File: src/rtl/uart_tx_if.sv
// Byte handshake carrying console writes into the buffered UART transmitter.
// A byte moves on any clock edge where tx_valid and tx_ready are both high.
interface uart_tx_if;
    logic       tx_valid;
    logic       tx_ready;
    logic [7:0] tx_data;

    modport master (
        output tx_valid,
        output tx_data,
        input  tx_ready
    );

    modport slave (
        input  tx_valid,
        input  tx_data,
        output tx_ready
    );
endinterface

File: src/rtl/uart_tx_fifo.sv
// Buffered UART transmitter: DEPTH-entry byte FIFO feeding an LSB-first serialiser (8N1).
// Define UART_TX_PARITY_EN to insert an even-parity bit between the data bits and the stop bit.
module uart_tx_fifo #(
    parameter int CLK_FREQ = 25000000,
    parameter int BAUD     = 115200,
    parameter int DEPTH    = 16
) (
    input  logic                       clk,
    input  logic                       rst,
    uart_tx_if.slave                   tx,
    output logic                       uart_tx,
    output logic                       busy,
    output logic [$clog2(DEPTH+1)-1:0] fifo_count
);
    localparam int DIV     = CLK_FREQ / BAUD;
    localparam int CNT_W   = (DIV > 1) ? $clog2(DIV) : 1;
    localparam int PTR_W   = $clog2(DEPTH);
    localparam int COUNT_W = $clog2(DEPTH + 1);

`ifdef UART_TX_PARITY_EN
    typedef enum logic [2:0] {IDLE, START, DATA, PARITY, STOP} state_t;
`else
    typedef enum logic [1:0] {IDLE, START, DATA, STOP} state_t;
`endif

    state_t             state_q;
    state_t             state_d;
    logic [CNT_W-1:0]   cnt_q;
    logic [CNT_W-1:0]   cnt_d;
    logic [2:0]         idx_q;
    logic [2:0]         idx_d;
    logic [7:0]         shift_q;
    logic [7:0]         shift_d;
    logic               line_q;
    logic               line_d;
    logic               bit_end;
    logic               pop;
    logic               push;
    logic               fifo_empty;
    logic [7:0]         mem [DEPTH];
    logic [PTR_W-1:0]   wr_ptr_q;
    logic [PTR_W-1:0]   rd_ptr_q;
    logic [COUNT_W-1:0] count_q;
`ifdef UART_TX_PARITY_EN
    logic               par_q;
    logic               par_d;

    function automatic logic even_parity(input logic [7:0] b);
        return ^b;
    endfunction
`endif

    assign fifo_empty = (count_q == '0);
    assign tx.tx_ready = (count_q != COUNT_W'(DEPTH));
    assign push       = tx.tx_valid && tx.tx_ready;
    assign bit_end    = (cnt_q == CNT_W'(DIV - 1));
    assign busy       = (state_q != IDLE) || !fifo_empty;
    assign fifo_count = count_q;
    assign uart_tx    = line_q;

    always_comb begin
        state_d = state_q;
        cnt_d   = cnt_q + CNT_W'(1);
        idx_d   = idx_q;
        shift_d = shift_q;
        pop     = 1'b0;
        line_d  = 1'b1;
`ifdef UART_TX_PARITY_EN
        par_d   = par_q;
`endif
        case (state_q)
            IDLE: begin
                cnt_d = '0;
                if (!fifo_empty) begin
                    pop     = 1'b1;
                    shift_d = mem[rd_ptr_q];
`ifdef UART_TX_PARITY_EN
                    par_d   = even_parity(mem[rd_ptr_q]);
`endif
                    state_d = START;
                end
            end
            START: begin
                if (bit_end) begin
                    cnt_d   = '0;
                    idx_d   = 3'd0;
                    state_d = DATA;
                end
            end
            DATA: begin
                if (bit_end) begin
                    cnt_d = '0;
                    if (idx_q == 3'd7) begin
`ifdef UART_TX_PARITY_EN
                        state_d = PARITY;
`else
                        state_d = STOP;
`endif
                    end else begin
                        shift_d = {1'b0, shift_q[7:1]};
                        idx_d   = idx_q + 3'd1;
                    end
                end
            end
`ifdef UART_TX_PARITY_EN
            PARITY: begin
                if (bit_end) begin
                    cnt_d   = '0;
                    state_d = STOP;
                end
            end
`endif
            STOP: begin
                if (bit_end) begin
                    cnt_d = '0;
                    // Reload straight from the stop bit so queued frames leave no idle gap.
                    if (!fifo_empty) begin
                        pop     = 1'b1;
                        shift_d = mem[rd_ptr_q];
`ifdef UART_TX_PARITY_EN
                        par_d   = even_parity(mem[rd_ptr_q]);
`endif
                        state_d = START;
                    end else begin
                        state_d = IDLE;
                    end
                end
            end
            default: begin
                state_d = IDLE;
            end
        endcase

        // The line is registered from the next state so the pad never sees decode glitches.
        case (state_d)
            START:   line_d = 1'b0;
            DATA:    line_d = shift_d[0];
`ifdef UART_TX_PARITY_EN
            PARITY:  line_d = par_d;
`endif
            default: line_d = 1'b1;
        endcase
    end

    always_ff @(posedge clk) begin
        if (rst) begin
            state_q  <= IDLE;
            cnt_q    <= '0;
            idx_q    <= 3'd0;
            line_q   <= 1'b1;
            wr_ptr_q <= '0;
            rd_ptr_q <= '0;
            count_q  <= '0;
        end else begin
            state_q <= state_d;
            cnt_q   <= cnt_d;
            idx_q   <= idx_d;
            line_q  <= line_d;
            if (push) begin
                wr_ptr_q <= wr_ptr_q + PTR_W'(1);
            end
            if (pop) begin
                rd_ptr_q <= rd_ptr_q + PTR_W'(1);
            end
            case ({push, pop})
                2'b10:   count_q <= count_q + COUNT_W'(1);
                2'b01:   count_q <= count_q - COUNT_W'(1);
                default: count_q <= count_q;
            endcase
        end
    end

    // Storage and shift data carry no reset; a flush is done purely through pointers and count.
    always_ff @(posedge clk) begin
        if (push) begin
            mem[wr_ptr_q] <= tx.tx_data;
        end
        shift_q <= shift_d;
`ifdef UART_TX_PARITY_EN
        par_q   <= par_d;
`endif
    end
endmodule

File: src/flat_wrapper.sv
// flat-port wrapper written by rule: the top's interface ports become plain ports
module uart_tx_fifo_flat 
#(
    parameter int CLK_FREQ = 25000000,
    parameter int BAUD     = 115200,
    parameter int DEPTH    = 16
)
  (clk, rst, uart_tx, busy, fifo_count, tx_tx_valid, tx_tx_data, tx_tx_ready);
  uart_tx_if tx_i ();
  input  logic clk;
  input  logic rst;
  output logic uart_tx;
  output logic busy;
  output logic [$clog2(DEPTH+1)-1:0] fifo_count;
  input wire logic [$bits(tx_i.tx_valid)-1:0] tx_tx_valid;
  input wire logic [$bits(tx_i.tx_data)-1:0] tx_tx_data;
  output wire logic [$bits(tx_i.tx_ready)-1:0] tx_tx_ready;
  assign tx_i.tx_valid = tx_tx_valid;
  assign tx_i.tx_data = tx_tx_data;
  assign tx_tx_ready = tx_i.tx_ready;
  uart_tx_fifo #(.CLK_FREQ(CLK_FREQ), .BAUD(BAUD), .DEPTH(DEPTH)) u_core (.clk(clk), .rst(rst), .tx(tx_i), .uart_tx(uart_tx), .busy(busy), .fifo_count(fifo_count));
endmodule
File: config.mk
export PLATFORM = sky130hd
export DESIGN_NAME = uart_tx_fifo_flat
export DESIGN_NICKNAME = d
export VERILOG_FILES = /design/src/rtl/uart_tx_if.sv /design/src/rtl/uart_tx_fifo.sv /design/src/flat_wrapper.sv
export SDC_FILE = /design/constraint.sdc
export NUM_CORES = 1
export LEC_CHECK = 0
export CORE_AREA = 10 10 139 141
export CTS_CLUSTER_SIZE = 40
export DETAILED_ROUTE_END_ITERATION = 8
export DIE_AREA = 0 0 149 151
export MAX_ROUTING_LAYER = met4
export PLACE_DENSITY = 0.69
export SLEW_MARGIN = 10
export SYNTH_ARGS = -nofsm -noshare
export SYNTH_HDL_FRONTEND = slang
export SYNTH_SLANG_ARGS = --single-unit
File: constraint.sdc
create_clock -name clk -period 3.9 [get_ports clk]
set_clock_uncertainty 0.2 [all_clocks]
set_input_delay 0.39 -clock clk [delete_from_list [all_inputs] [get_ports clk]]
set_output_delay 0.39 -clock clk [all_outputs]
set_load 0.01 [all_outputs]
==> impl_metrics.json <==
{
  "drt_iter0_markers": 303,
  "viasPerCell": 5.49,
  "syn_avg_cell_area_sq_um": 15.5,
  "remaining_drc_errors": 0,
  "netlist_area_sq_um": 7190,
  "core-area_sq_um": 16500,
  "p_int_mw": 3.51,
  "cts.hold.buffers_added": 0,
  "cp-end-kind": "flop",
  "synth_edf_count": 135,
  "clk_pin_slew_ns": 0.07,
  "worstReg2RegStart": "u_core.cnt_q[0]$_SDFF_PP0_",
  "post-route-period-util_pct": 93.1,
  "area_growth_pct": 15.4,
  "grt_overflow": 0,
  "p_switching_mw": 1.50,
  "rsz0062_at_grt": "false",
  "synth_ff_type": "edfxtp_1",
  "nNetsFinal": 527,
  "die-height_microns": 151,
  "fp.dieArea_sq_um": 22500,
  "cts_root_buffer": "clkbuf_16",
  "synth_cell_types": 55,
  "wl_microns": 13800,
  "ys_seq_area_share_pct": 65.3,
  "r2r_cells": 14,
  "cp_slowest_stage_delay_ns": 0.39,
  "ant_nets": 0,
  "outcome": "complete, no violations",
  "path_cells": "inv_1 > ha_1 > and3b_1 > a31oi_4 > or3_1 > inv_2 > ha_1 > xor2_1 > ha_1 > nor4_1 > a21o_1 > a22oi_1 > a311oi_2 > mux2_1",
  "startpoint": "u_core.cnt_q[0]$_SDFF_PP0_",
  "gp_congestion": 0.805,
  "netlist_instances": 464,
  "leakagePower_nw": 2.75,
  "wire_per_inst_microns": 18.8,
  "vias": 4025,
  "r2r-end": "u_core.fifo_count[4]$_SDFFE_PP0P_",
  "fin_crit_ns": 3.63,
  "power_density_nw_per_um2": 604,
  "crit_end": "u_core.fifo_count[4]$_SDFFE_PP0P_",
  "synth_top_family_by_area": "multiplexers",
  "numCtsBuffers": 17,
  "fillers": 1374,
  "grt_max_degree": 23,
  "synth_fp_nets": 491,
  "fin_setup_tns_ns": 0,
  "drtPass1Iterations": 5,
  "insertion_delay_ns": 0.43,
  "path_class": "reg2reg",
  "clock_sinks": 167,
  "cts_setup_buffers": 0,
  "initial_core_util_pct": 43.7,
  "drive_gt1_share_pct": 19.5,
  "critPathArrivalTime_ns": 3.75,
  "switching_share_pct": 30.0,
  "slowest_stage": "dfxtp_1",
  "tritoncts": "yes",
  "hold_viol": 0,
  "synth_mux_area_share_pct": 13.6,
  "grt_first_pass_wirelength_microns": 22100,
  "synthSimpleGateAreaFrac_pct": 9.05,
  "grt_pass1_vias": 4043,
  "drv_slew": 0,
  "num_antenna_cells": 0,
  "critPathRequiredTime_ns": 4.02,
  "ys_warn_count": 0,
  "yosys.area_share.adder_pct": 2.78,
  "rows": 47,
  "hold_start": "u_core.cnt_q[0]$_SDFF_PP0_",
  "hpwl_microns": 9030,
  "ff2ff_setup_slack_ns": 0.27,
  "relSlewSlack_pct": 40.5,
  "place_area_sq_um": 7720,
  "io_pins": 19,
  "irDropWorstVdd_uv": 425,
  "synth_xor_area_share_pct": 1.71,
  "startpoint_type": "flop",
  "cts_resized": 0,
  "synth_compound_area_share_pct": 5.40,
  "p_comb_share_pct": 23.8,
  "antenna_found_initial": 0,
  "max_freq_mhz": 275,
  "maxCapViolCount": 0,
  "tightest_slew_ns": 0.889,
  "clockBufferDepth": 2,
  "pwr-share-seq_pct": 43.9,
  "io_buffer_count": 18,
  "async_flop_share_pct": 0,
  "setup_viol": 0,
  "p_clk_share_pct": 32.3,
  "htreeDepth": 4,
  "crit_fanout": 10,
  "crit_path_frequent_cell": "ha_1",
  "ys_seq_elements": 167,
  "die_w_microns": 149,
  "grt.total_usage_pct": 13.2,
  "final_cell_area_sq_um": 8300,
  "hold_class": "reg2reg"
}
## placed cells by master, fill, tap and decap left out, types with 2 or more instances in the layout
cell,n
dfxtp_1,31
mux2i_1,11
o21ai_0,4
inv_8,6
clkinv_8,2
nand3_1,5
nor3_1,6
a22oi_1,8
inv_6,2
mux4_2,31
nor2b_1,4
inv_1,14
buf_4,20
and3_1,3
o22ai_1,8
clkdlybuf4s50_1,18
xnor2_1,6
ha_1,16
a221oi_1,3
xor2_1,8
nand2b_1,9
nand2_1,14
nor4_1,7
clkbuf_16,17
a22o_1,3
and2_1,4
clkinv_4,3
nor3b_1,3
or3_1,4
edfxtp_1,135
a21oi_1,13
mux2_2,7
nor2_1,54
mux4_1,3
and3b_1,2
a31oi_1,3
## final cells by class
class,instances,area (sq um),area share [%]
inverter,15,56.3,0.679
clock inverter,15,155,1.87
timing repair buffer,39,350,4.22
sequential,167,4700,56.6
multi-input combinational,260,2340,28.2
tap,220,275,3.32
clock buffer,17,425,5.13
## routing by layer
layer	GRT usage, %	part of all wire [%]
met5	-	0
met2	21.4	52
met3	3.40	4.7
met4	5.20	1.2
met1	15.5	42
## stage by stage
| stage | hold WS [ns] | utilization, % | worst slack, ns | instances | total power [mW] |
|---|---|---|---|---|---|
| detailed placement | 0.263 | 46.9 | 0.357 | 701 | 3.43 |
| floorplan | 0.237 | - | 0.342 | 464 | 3.09 |
| CTS | 0.280 | 50.4 | 0.312 | 733 | 5.05 |
| global route | 0.300 | 50.4 | 0.0192 | 733 | 5.24 |
| finish | 0.278 | 50.4 | 0.270 | 733 | 5.01 |
| global placement | 0.251 | 46.9 | 0.514 | 701 | 3.40 |
## Yosys cell counts (2+ instances only)
master    count  area (sq um)
mux4_2       31           698
nor3b_1       3          22.5
o21ai_0       4          20.0
nor2_1       54           203
a22oi_1       8          60.1
dfxtp_1      32           641
a221oi_1      3          26.3
inv_1        14          52.6
nor4_1        7          43.8
xnor2_1       6          52.6
mux2i_1      11           110
xor2_1        8          70.1
and3_1        3          18.8
ha_1         16           200
or3_1         4          25.0
a22o_1        3          26.3
o22ai_1       8          50.1
nor3_1        6          30.0
nor2b_1       4          25.0
nand3_1       5          25.0
and3b_1       2          17.5
mux4_1        3          78.8
and2_1        4          25.0
mux2_2        7          78.8
clkbuf_1     12          45.0
nand2_1      14          52.6
a21oi_1      13          65.1
edfxtp_1    135          4050
buf_2         8          40.0
a31oi_1       3          18.8
nand2b_1      9          56.3
## sequential cells by signal, indices dropped and copies added, names as in the netlist, 2 cells and up, named ones only
register	count
u_core.fifo_count	5
u_core.state_q	2
u_core.idx_q	3
u_core.mem	128
u_core.rd_ptr_q	4
u_core.shift_q	8
u_core.wr_ptr_q	4
u_core.cnt_q	8
## worst min-delay path by stage
stage / end / slack [ns] / depth (start not counted)
final: u_core.cnt_q[0]$_SDFF_PP0_ / 0.28 / 1
after global routing: u_core.cnt_q[0]$_SDFF_PP0_ / 0.30 / 1
after CTS: u_core.cnt_q[0]$_SDFF_PP0_ / 0.28 / 1
after detailed placement: u_core.cnt_q[0]$_SDFF_PP0_ / 0.26 / 1
after global placement: u_core.cnt_q[0]$_SDFF_PP0_ / 0.25 / 1
after floorplan: u_core.cnt_q[0]$_SDFF_PP0_ / 0.24 / 1
## cells by family after synthesis
family / Yosys count
buffers and inverters: 37
DFF: 167
muxes: 53
AOI/OAI and AO/OA: 52
and+or+nand+nor: 125
adders and majority gates: 16
xor gates and xnor gates: 14
## power by group through the flow
stage | clock network [mW] | registers (mW) | logic (mW)
2_1_floorplan | 0 | 2.18 | 0.912
4_1_cts | 1.65 | 2.20 | 1.20
6_report | 1.62 | 2.20 | 1.19
5_1_grt | 1.72 | 2.21 | 1.31
3_3_place_gp | 0 | 2.23 | 1.17
3_5_place_dp | 0 | 2.24 | 1.19
## worst max-delay path: cells and delay by family, from the launching register on
family                     cells  cell delay (ns)
muxes                          1             0.35
xor gates and xnor gates       1             0.16
buffers and inverters          2             0.15
DFF                            1             0.39
AOI/OAI and AO/OA              4             0.85
and+or+nand+nor                3             0.70
adders and majority gates      3             0.72
No activity file was read; power rests on OpenSTA's default activity.
